File: src/rtl/ft_pkg.sv
// Shared types and helpers for the fault-tolerant TMR datapath.
package ft_pkg;

  localparam int unsigned N_REPLICA = 3;

  typedef logic [1:0] replica_idx_t;

  // Default vote mask, wide enough for the deepest supported pipeline.
  localparam logic [3:0] FT_VOTE_ALL = 4'hF;

  // Bitwise 2-of-3 majority of one bit position.
  function automatic logic ft_majority(input logic x, input logic y, input logic z);
    return (x & y) | (y & z) | (x & z);
  endfunction

endpackage

File: src/rtl/tmr_voter.sv
// Bitwise 2-of-3 voter with per-replica mismatch flags and a no-majority-word indication.
module tmr_voter
  import ft_pkg::*;
#(
  parameter int unsigned WIDTH = 33
) (
  input  logic [N_REPLICA-1:0][WIDTH-1:0] words_i,
  output logic [WIDTH-1:0]                voted_o,
  output logic [N_REPLICA-1:0]            mismatch_o,
  output logic                            fatal_o
);

  always_comb begin
    voted_o = '0;
    for (int b = 0; b < int'(WIDTH); b++) begin
      voted_o[b] = ft_majority(words_i[0][b], words_i[1][b], words_i[2][b]);
    end
  end

  always_comb begin
    mismatch_o = '0;
    for (int i = 0; i < int'(N_REPLICA); i++) begin
      mismatch_o[i] = (words_i[i] != voted_o);
    end
  end

  // No pair agrees on the whole word; the bitwise majority is still driven.
  assign fatal_o = (words_i[0] != words_i[1]) && (words_i[1] != words_i[2]) &&
                   (words_i[0] != words_i[2]);

endmodule

File: src/rtl/adder_ft_pipe.sv
// TMR pipelined adder with per-stage optional scrubbing and a voted, gated output.
// Define FT_ERR_CNT_EN to add the per-replica saturating error counters.
module adder_ft_pipe
  import ft_pkg::*;
#(
  parameter int unsigned       WIDTH     = 32,
  parameter int unsigned       STAGES    = 2,
  parameter logic [STAGES-1:0] VOTE_MASK = FT_VOTE_ALL[STAGES-1:0],
  parameter int unsigned       CNT_W     = 8
) (
  input  logic                            clk,
  input  logic                            rst_n,
  input  logic                            valid_i,
  output logic                            ready_o,
  input  logic [N_REPLICA-1:0][WIDTH-1:0] a_i,
  input  logic [N_REPLICA-1:0][WIDTH-1:0] b_i,
  input  logic [N_REPLICA-1:0]            cin_i,
  output logic                            valid_o,
  input  logic                            ready_i,
  output logic [WIDTH-1:0]                sum_o,
  output logic                            cout_o,
  output logic                            err_o,
  output logic [N_REPLICA-1:0]            err_replica_o,
  output logic                            fatal_o
`ifdef FT_ERR_CNT_EN
  ,
  input  logic                            clear_cnt_i,
  output logic [N_REPLICA-1:0][CNT_W-1:0] err_cnt_o
`endif
);

  localparam int unsigned DW = WIDTH + 1;

  typedef logic [N_REPLICA-1:0][DW-1:0] rep_t;

  rep_t              sum_in;
  rep_t              stage_d [STAGES];
  rep_t [STAGES-1:0] stage_q;
  logic [STAGES-1:0] vld_q;
  logic              advance;

  always_comb begin
    for (int i = 0; i < int'(N_REPLICA); i++) begin
      sum_in[i] = DW'(a_i[i]) + DW'(b_i[i]) + DW'(cin_i[i]);
    end
  end

  for (genvar s = 0; s < int'(STAGES); s++) begin : g_stage
    rep_t stage_in;

    if (s == 0) begin : g_first
      assign stage_in = sum_in;
    end else begin : g_rest
      assign stage_in = stage_q[s-1];
    end

    if (VOTE_MASK[s]) begin : g_scrub
      logic [DW-1:0]        voted;
      logic [N_REPLICA-1:0] unused_mismatch;
      logic                 unused_fatal;

      tmr_voter #(
        .WIDTH (DW)
      ) u_voter (
        .words_i    (stage_in),
        .voted_o    (voted),
        .mismatch_o (unused_mismatch),
        .fatal_o    (unused_fatal)
      );

      assign stage_d[s] = {N_REPLICA{voted}};
    end else begin : g_pass
      assign stage_d[s] = stage_in;
    end
  end

  assign valid_o = vld_q[STAGES-1];
  assign advance = !valid_o || ready_i;
  assign ready_o = advance;

  // Whole pipeline moves in lockstep; a stall freezes every stage.
  always_ff @(posedge clk or negedge rst_n) begin
    if (!rst_n) begin
      vld_q   <= '0;
      stage_q <= '0;
    end else if (advance) begin
      vld_q[0] <= valid_i;
      for (int s = 1; s < int'(STAGES); s++) begin
        vld_q[s] <= vld_q[s-1];
      end
      for (int s = 0; s < int'(STAGES); s++) begin
        stage_q[s] <= stage_d[s];
      end
    end
  end

  logic [DW-1:0]        out_voted;
  logic [N_REPLICA-1:0] out_mismatch;
  logic                 out_fatal;

  tmr_voter #(
    .WIDTH (DW)
  ) u_out_voter (
    .words_i    (stage_q[STAGES-1]),
    .voted_o    (out_voted),
    .mismatch_o (out_mismatch),
    .fatal_o    (out_fatal)
  );

  assign sum_o         = valid_o ? out_voted[WIDTH-1:0] : '0;
  assign cout_o        = valid_o & out_voted[WIDTH];
  assign err_replica_o = valid_o ? out_mismatch : '0;
  assign err_o         = |err_replica_o;
  assign fatal_o       = valid_o & out_fatal;

`ifdef FT_ERR_CNT_EN
  logic [N_REPLICA-1:0][CNT_W-1:0] cnt_d, cnt_q;

  always_comb begin
    cnt_d = cnt_q;
    if (clear_cnt_i) begin
      cnt_d = '0;
    end else if (valid_o && ready_i) begin
      for (int i = 0; i < int'(N_REPLICA); i++) begin
        if (err_replica_o[i] && (cnt_q[i] != '1)) begin
          cnt_d[i] = cnt_q[i] + CNT_W'(1);
        end
      end
    end
  end

  always_ff @(posedge clk or negedge rst_n) begin
    if (!rst_n) begin
      cnt_q <= '0;
    end else begin
      cnt_q <= cnt_d;
    end
  end

  assign err_cnt_o = cnt_q;
`else
  localparam int unsigned unused_cnt_w = CNT_W;
`endif

endmodule

File: config.mk
export PLATFORM = sky130hd
export DESIGN_NAME = adder_ft_pipe
export DESIGN_NICKNAME = d
export VERILOG_FILES = /design/src/rtl/ft_pkg.sv /design/src/rtl/tmr_voter.sv /design/src/rtl/adder_ft_pipe.sv
export SDC_FILE = /design/constraint.sdc
export NUM_CORES = 1
export LEC_CHECK = 0
export ABC_AREA = 1
export CAP_MARGIN = 20
export CORE_AREA = 2 2 144 160
export CTS_CLUSTER_DIAMETER = 30
export DETAILED_ROUTE_END_ITERATION = 10
export DIE_AREA = 0 0 146 162
export GPL_TIMING_DRIVEN = 0
export PLACE_DENSITY = 0.79
export SYNTH_ARGS = -nofsm -noshare
export SYNTH_HDL_FRONTEND = slang
export SYNTH_SLANG_ARGS = --single-unit
export TNS_END_PERCENT = 30
File: constraint.sdc
create_clock -name clk -period 1.3 [get_ports clk]
set_input_delay 0.195 -clock clk [delete_from_list [all_inputs] [get_ports clk]]
set_output_delay 0.195 -clock clk [all_outputs]
set_load 0.02 [all_outputs]
=== Word-level counts from Yosys, hierarchy flattened ===
Cells that the tools add are included.

* Flip-flop bits (word level): 68
* Word-level logic and storage cells: 178
* Bits of input ports: 199

* Bitwise operators: 166
* Reduce and logical (&&, ||, !) cells: 2
* Multiplexer cells: 1
* Add/subtract/negate cells: 6

{| class="wikitable"
|+ Operator list
! operator !! count
|-
| bitwise AND 1 bit || 100
|-
| adder 32 x 32 -> 33 bit || 3
|-
| adder 33 x 1 -> 33 bit || 3
|-
| bitwise OR 1 bit || 66
|-
| 2-to-1 mux 32 bit || 1
|-
| zero test 1 bit || 1
|-
| logical OR 1 bit || 1
|}

=== Depth between registers and ports, before layout ===
Gate-level depths: netlist of the first run.

* Depth in word-level cells: 5
* Depth in mapped cells: 16
* Mapped depth without buffers: 16

=== Hierarchy ===
A second synthesis of the first run with hierarchy kept.

* Cell total of the unflattened synthesis: 3,700
* Area, all modules: 21,743.4 um^2

{| class="wikitable"
|+ By module, submodules not included
! module !! times used !! area each (um^2) !! sequential area each (um^2) !! cells an instance
|-
| tmr_voter || 3 || 3,911.3 || 0.0 || 655
|-
| adder_ft_pipe || 1 || 10,009.6 || 1,701.6 || 1,735
|}

=== Worst setup path after synthesis of the first run ===
OpenSTA, ideal clock, no wires.

* Path type: input to register
* Start point: input port a_i[32] (netlist name)
* End point: register stage_q (netlist bit g_stage[1].stage_in[90])
* Stages on the path: 14
* Arrival time: 2.000 ns
* Path slack: -0.818 ns
* Setup time: 0.117 ns
* Data required time: 1.183 ns
* Path through: fa_1 -> fa_1 -> nand3_1 -> nand3_1 -> nand2_1 -> nand3_1 -> nand2_1 -> nand3_1 -> nand2_1 -> nand2_1 -> nand2_1 -> nand2_1 -> nor2_1 -> nor2_1

* Word-level cells in the longest chain between the ends: 5

{| class="wikitable"
|+ RTL lines
! item !! RTL line !! source
|-
| start: declaration || adder_ft_pipe.sv:15 || <nowiki>input logic [N_REPLICA-1:0][WIDTH-1:0] a_i,</nowiki>
|-
| adder 32 x 32 -> 33 bit * || adder_ft_pipe.sv:44 || <nowiki>sum_in[i] = DW'(a_i[i]) + DW'(b_i[i]) + DW'(cin_i[i]);</nowiki>
|-
| adder 33 x 1 -> 33 bit * || adder_ft_pipe.sv:44 ||
|-
| bitwise AND 1 bit || ft_pkg.sv:13 || <nowiki>return (x & y) | (y & z) | (x & z);</nowiki>
|-
| bitwise OR 1 bit * (2 in series) || ft_pkg.sv:13 ||
|-
| end signal: indexed assignment || adder_ft_pipe.sv:92 || <nowiki>stage_q[s] <= stage_d[s];</nowiki>
|-
| end: declaration || adder_ft_pipe.sv:38 || <nowiki>rep_t [STAGES-1:0] stage_q;</nowiki>
|}

Mark *: on every way between the ends. The rest lies on a longest branch, timed or not.
A chain may end at the register's enable or synchronous reset.

=== Worst setup path in the final report of the first run ===
* Start point: input port a_i[36] (netlist name)
* End point: register stage_q (netlist bit g_stage[1].stage_in[73])

Same word-level chain as after synthesis.

==> results of run 1 <==
[how the worst max path moves through the flow]
| stage | startpoint | end | slack [ns] | cells after the start |
|---|---|---|---|---|
| CTS | a_i[90] | g_stage[1].stage_in[93] | -0.64 | 13 |
| global placement | rst_n | vld_q[1] | -2.33 | 1 |
| finish | a_i[36] | g_stage[1].stage_in[73] | -0.81 | 10 |
| detailed placement | cin_i[0] | g_stage[1].stage_in[88] | -1.59 | 15 |
| floorplan | cin_i[0] | g_stage[1].stage_in[90] | -0.66 | 16 |
| global route | a_i[32] | g_stage[1].stage_in[94] | -0.86 | 15 |
[cell type report]
| class | count | share of cell area, % |
|---|---|---|
| antenna | 2 | 0.0288 |
| buffer | 23 | 1.60 |
| clock buffer | 9 | 1.30 |
| clock inverter | 7 | 0.568 |
| inverter | 402 | 8.71 |
| multi-input combinational | 1479 | 58.7 |
| sequential | 68 | 9.79 |
| tap | 295 | 2.12 |
| timing repair buffer | 309 | 17.2 |
[power by group through the flow]
| stage | registers (W) | clock network [W] | logic, W |
|---|---|---|---|
| 2_1_floorplan | 0.00309 | 0 | 0.00448 |
| 3_3_place_gp | 0.00316 | 0 | 0.00704 |
| 3_5_place_dp | 0.00319 | 0 | 0.00719 |
| 4_1_cts | 0.00317 | 0.00262 | 0.00796 |
| 5_1_grt | 0.00337 | 0.00277 | 0.0107 |
| 6_report | 0.00335 | 0.00272 | 0.0101 |
[per-layer routing]
metal | global-route usage, % | up-vias | routed length, um
li1 | - | 6495 | -
met1 | 43.1 | 6407 | 18500
met2 | 56.3 | 926 | 22500
met3 | 2.56 | 287 | 4080
met4 | 13.4 | 0 | 3710
met5 | 0 | - | 0
[flip-flops by register name, summed over array words and instances, names as in the netlist]
signal and count:
stage_q 33, vld_q 2, g_stage.stage_in 33
[cells in the mapped netlist (12+ instances only)]
cell	instances
nand2_1	923
inv_1	398
nor2_1	158
ha_1	93
a21oi_1	78
dfrtp_1	68
nand3_1	68
o21ai_0	28
xor2_1	28
xnor2_1	19
nor3_1	16
clkbuf_1	12
[critical path, delay by kind of cell]
family                     cells  cell delay, ns
adders and majority gates      1            0.30
xor gates and xnor gates       1            0.67
and+or+nand+nor                4            0.43
AOI/OAI and AO/OA              3            0.42
buffers and inverters          1            0.28
[stage by stage]
step	std cells	total power [W]	utilization, %	hold WS [ns]	setup TNS, ns
after CTS	2558	0.0138	70.5	0.00119	-31.51
after global routing	2593	0.0168	79.2	0.0324	-35.43
after floorplan	1972	0.00756	-	-0.101	-11.86
final	2594	0.0161	79.2	-0.0228	-31.74
after global placement	2500	0.0102	62.6	0.434	-203.73
after detailed placement	2500	0.0104	62.6	0.342	-63.73
[timing repair]
| item | 4_1_cts | 5_1_grt |
|---|---|---|
| hold buffers | 0 | 0 |
| buffers inserted | 41 | 37 |
| resized for setup | 548 | 494 |
| hold endpoints to repair | 0 | 0 |
| setup endpoints to repair | 102 | 103 |
| pin swaps | 95 | 145 |
| gates cloned | 1 | 0 |
[cell families (layout without fill, tap and decap cells)]
family / after synthesis / count (layout)
other cells: 1 / 7
flops: 68 / 68
buf+inv: 425 / 750
compound gates: 124 / 124
simple gates: 1204 / 1204
fa+ha+maj: 99 / 99
xor+xnor: 47 / 47
==> impl_metrics.csv, run 1 <==
group,metric,value,unit
die,dieArea,23700,sq um
synth,synth_xor_area_share,3.95,%
pwr,p_sw,0.00761,W
pwr,intPower,0.00853,W
setup_path,cp_common_cell,"nand2_1",
setup_path,crit_fanout,4,
placed_design,dpl_worst_slack,-1.59,ns
cts,cts_root_buffer,"clkbuf_16",
timing,hold_viol,55,
pwr,p_sw_share,47.2,%
cts,cts_buffer_depth,2,
synth,yosys.area_share.adder,12.3,%
die,row_count,57,
pwr,comb_power_share,62.4,%
setup_path,required,1.50,ns
detailed_routing,wirelength,48800,um
synth,syn_inst,1968,
setup_path,reg2reg_from,"vld_q[1]",
setup_path,crit_chain,"dlygate4sd2_1 -> ha_4 -> nand2_1 -> nand2_1 -> a21oi_2 -> nand2_4 -> xnor2_1 -> nand2_1 -> o211ai_1 -> o21ai_1",
pwr,seqPwrFrac,20.8,%
synth,syn-mean-instance-area,5.30,sq um
cts,cts_buffers,9,
timing,period_share,162,%
timing,slew_viol_final,0,
final_layout,drive_gt1_share,31.0,%
synth,synth_seq_cells,68,
setup_path,r2r-end,"g_stage[1].stage_in[79]",
timing,finClkSkew,0.00889,ns
status,status,"finished with violations",
synth,syn_area,10400,sq um
detailed_routing,dr_total_vias,14115,
placed_design,io_buffer_count,233,
placed_design,dp_hpwl,31200,um
synth,synth-edff-count,0,
worst_hold_path,hold_class,"in2async",
status,violations,"hold timing, setup timing",
detailed_routing,via_per_inst,5.44,
synth,synth_top_area_cell,"nand2_1",
pwr,clockPowerShare,16.8,%
cts,clkSlewWorstSetupHoldPaths,0.06,ns
synth,yosysSeqAreaShare,16.3,%
die,die_x,146,um
die,start_util,47.4,%
synth,synth.area.top_cells,"nand2_1 (33%), dfrtp_1 (16%), inv_1 (14%)",
synth,synthSimpleGateAreaFrac,45.5,%
synth,netlist.area_leader.share,33.2,%
die,io_pins,239,
cts,htree_levels,3,
synth,synth_ff_type,"dfrtp_1",
global_routing,grt_max_degree,69,
final_layout,final_common_cell,"nand2_1",
final_layout,fin_nets,2590,
timing,min_period,2.11,ns
timing,max_slew_margin,42.5,%
synth,synth_cell_types,33,
final_layout,areaGrowthSynthToFinish,66.9,%
placed_design,dpl_cell_area,13800,sq um
detailed_routing,antenna_left,0,
global_routing,antenna_found_initial,2,
synth,synth_warnings,0,
pwr,power_leakage,10.0,nW
setup_path,end_kind,"flip-flop",
die,core,22000,sq um
timing,layout_setup_ws,-0.808,ns
cts,clock-sinks,68,
setup_path,cp_data_arrival_time,2.30,ns
timing,setup_viol,95,
global_routing,grt_first_pass_wirelength,62500,um
timing,worstMarginPinSlew,0.863,ns
final_layout,multi_input_area,10200,sq um
synth,muxShareOfSynthArea,0,%
pwr,powerDensity,928,nW/um^2
pwr,peakVddDrop,0.800,mV
setup_path,crit_path_top_delay_cell,"xnor2_1",
final_layout,final-seq-area,1700,sq um
synth,async_flop_share,100,%
die,die_y,162,um
final_layout,design_area,17400,sq um
setup_path,cp_slowest_stage_delay,0.67,ns
setup_path,worstSetupStartpointType,"input pin",
run,maxCapViolations,0,
setup_path,path_class,"in2reg",
cts,cts_tree,"yes",
synth,synth_top_family_by_area,"simple AND/OR/NAND/NOR gates",
global_routing,first_global_vias,12378,
timing,rsz0062_at_grt,"yes",
setup_path,rr_worst_depth,7,
timing,fin_hold_ws,-0.0228,ns
final_layout,final_cell_mix,"nand2_1 (687), inv_1 (380), nand2_2 (188), nor2_1 (99), dlygate4sd2_1 (88)",
detailed_routing,first_iter_violations,1330,
timing,max_freq,474,MHz
detailed_routing,drc,0,
global_routing,grt-ovfl-total,0,
cts,clock_latency,0.34,ns
global_routing,grt_usage,32.9,%
synth,synth_compound_area_share,6.30,%
placed_design,place.gp.congestion,0.979,
detailed_routing,wl_per_cell,18.8,um
detailed_routing,drtPass1Iterations,8,
setup_path,r2r_setup_slack,-0.40,ns
final_layout,num-fill-cells,1479,
No activity file was read; power rests on OpenSTA's default activity.
==> run 2: changes to the inputs <==
--- a/config.mk
+++ b/config.mk
@@ -9,6 +9,7 @@
 export CAP_MARGIN = 20
 export CORE_AREA = 2 2 144 160
 export CTS_CLUSTER_DIAMETER = 30
+export CTS_CLUSTER_SIZE = 14
 export DETAILED_ROUTE_END_ITERATION = 10
 export DIE_AREA = 0 0 146 162
 export GPL_TIMING_DRIVEN = 0
==> results of run 2 <==
Final layout, timing and power as in run 1 (identical DEF).
==> run 3: changes to the inputs <==
--- a/config.mk
+++ b/config.mk
@@ -7,13 +7,13 @@
 export LEC_CHECK = 0
 export ABC_AREA = 1
 export CAP_MARGIN = 20
-export CORE_AREA = 2 2 144 160
+export CORE_AREA = 2 2 137 153
 export CTS_CLUSTER_DIAMETER = 30
 export CTS_CLUSTER_SIZE = 14
 export DETAILED_ROUTE_END_ITERATION = 10
-export DIE_AREA = 0 0 146 162
+export DIE_AREA = 0 0 139 155
 export GPL_TIMING_DRIVEN = 0
-export PLACE_DENSITY = 0.79
+export PLACE_DENSITY = 0.83
 export SYNTH_ARGS = -nofsm -noshare
 export SYNTH_HDL_FRONTEND = slang
 export SYNTH_SLANG_ARGS = --single-unit
==> constraint.sdc (replaced) <==
create_clock -name clk -period 2.1 [get_ports clk]
set_input_delay 0.315 -clock clk [delete_from_list [all_inputs] [get_ports clk]]
set_output_delay 0.315 -clock clk [all_outputs]
set_load 0.02 [all_outputs]
==> impl_metrics.csv, run 3 (same netlist as run 1, synthesis figures left out) <==
group,metric,value,unit
placed_design,dp_hpwl,29700,um
global_routing,grt_usage,33.5,%
pwr,peakVddDrop,0.833,mV
setup_path,reg2reg_from,"vld_q[1]",
die,core,20100,sq um
detailed_routing,wl_per_cell,17.1,um
global_routing,grt_first_pass_wirelength,58800,um
final_layout,final_common_cell,"nand2_1",
detailed_routing,drtPass1Iterations,6,
placed_design,dpl_worst_slack,-1.04,ns
timing,rsz0062_at_grt,"yes",
timing,hold_viol,0,
setup_path,crit_fanout,4,
timing,period_share,117,%
detailed_routing,drc,0,
timing,max_freq,407,MHz
status,status,"finished with violations",
global_routing,first_global_vias,12087,
final_layout,fin_nets,2557,
cts,clock_latency,0.33,ns
final_layout,multi_input_area,9160,sq um
pwr,intPower,0.00470,W
global_routing,grt-ovfl-total,0,
cts,cts_tree,"yes",
die,die_y,155,um
final_layout,drive_gt1_share,20.0,%
detailed_routing,dr_total_vias,13548,
placed_design,io_buffer_count,233,
global_routing,antenna_found_initial,0,
timing,fin_hold_ws,0.0724,ns
pwr,comb_power_share,61.3,%
setup_path,r2r-end,"g_stage[1].stage_in[95]",
cts,cts_root_buffer,"clkbuf_16",
placed_design,dpl_cell_area,13100,sq um
final_layout,diodes,0,
final_layout,num-fill-cells,1438,
cts,clock-sinks,68,
die,io_pins,239,
setup_path,rr_worst_depth,7,
pwr,powerDensity,555,nW/um^2
detailed_routing,first_iter_violations,1005,
timing,finClkSkew,0.00641,ns
die,start_util,51.9,%
final_layout,final-seq-area,1700,sq um
final_layout,design_area,15800,sq um
setup_path,cp_data_arrival_time,2.66,ns
timing,min_period,2.46,ns
final_layout,finish.utilization,78.9,%
detailed_routing,wirelength,43100,um
cts,cts_buffers,9,
pwr,total_power,0.00880,W
pwr,p_sw,0.00410,W
pwr,p_sw_share,46.6,%
final_layout,final_cell_mix,"nand2_1 (787), inv_1 (396), clkdlybuf4s50_1 (133), nand2_2 (124), nor2_1 (116)",
timing,setup_viol,21,
cts,htree_levels,3,
run,maxCapViolations,0,
timing,max_slew_margin,43.4,%
cts,clkSlewWorstSetupHoldPaths,0.06,ns
timing,slew_viol_final,0,
cts,cts_buffer_depth,2,
cts,ctsHoldBuffers,0,
die,row_count,55,
die,die_x,139,um
final_layout,areaGrowthSynthToFinish,52.0,%
pwr,seqPwrFrac,23.0,%
setup_path,end_kind,"flip-flop",
setup_path,path_class,"in2reg",
pwr,clockPowerShare,15.7,%
detailed_routing,antenna_left,0,
worst_hold_path,hold_class,"in2async",
setup_path,r2r_setup_slack,0.17,ns
pwr,power_leakage,9.27,nW
global_routing,grt_max_degree,69,
setup_path,required,2.30,ns
placed_design,place.gp.congestion,1.01,
die,dieArea,21500,sq um
setup_path,worstSetupStartpointType,"input pin",
status,violations,"setup timing",
timing,layout_setup_ws,-0.360,ns
detailed_routing,via_per_inst,5.38,
timing,worstMarginPinSlew,0.848,ns
run 3: cell type report:
type | count | share of cell area, %
clock buffer | 9 | 1.42
buffer | 21 | 0.750
timing repair buffer | 278 | 17.5
multi-input combinational | 1479 | 57.8
tap | 256 | 2.02
inverter | 402 | 9.54
clock inverter | 7 | 0.276
sequential | 68 | 10.7
run 3: worst max path at each step:
stage	from	endpoint
after floorplan	a_i[32]	g_stage[1].stage_in[90]
after global placement	rst_n	stage_q[187]
after detailed placement	a_i[32]	g_stage[1].stage_in[90]
after CTS	vld_q[1]	ready_o
after global routing	a_i[32]	g_stage[1].stage_in[72]
final	a_i[32]	g_stage[1].stage_in[90]
run 3: routing by layer:
metal	vias up	wire length (um)	track usage [%]
li1	6450	-	-
met1	6132	16600	42.1
met2	763	20600	58.6
met3	203	3210	2.40
met4	0	2690	16.2
met5	-	0	0
run 3: critical path, stage by stage:
cell             delay (ns)
clkdlybuf4s15_1        0.18
fa_2                   0.39
fa_2                   0.45
nand3_4                0.13
nand3_4                0.11
nand2_4                0.08
nand3_4                0.09
nand2_4                0.10
buf_4                  0.10
nand4_1                0.10
nand2_2                0.10
nand2_1                0.06
nand2_2                0.08
nor2_4                 0.05
nor2_1                 0.31
run 3: power groups by stage:
stage | sequential, W | clock [W] | combinational, W
CTS | 0.00198 | 0.00136 | 0.00466
global route | 0.00206 | 0.00142 | 0.00579
floorplan | 0.00191 | 0 | 0.00262
finish | 0.00203 | 0.00138 | 0.00539
global placement | 0.00196 | 0 | 0.00412
detailed placement | 0.00198 | 0 | 0.00421
run 3: per-stage QoR:
step           cells  TNS, ns
2_1_floorplan   1972  -0.0281
3_3_place_gp    2461  -115.05
3_5_place_dp    2461   -19.28
4_1_cts         2500  -0.0958
5_1_grt         2520    -4.50
6_report        2520    -2.05
run 3: timing repair:
action                     4_1_cts  5_1_grt
setup buffers                   24       21
gates resized for setup        265      294
setup endpoints to repair       58       55
pin swaps                       58       76
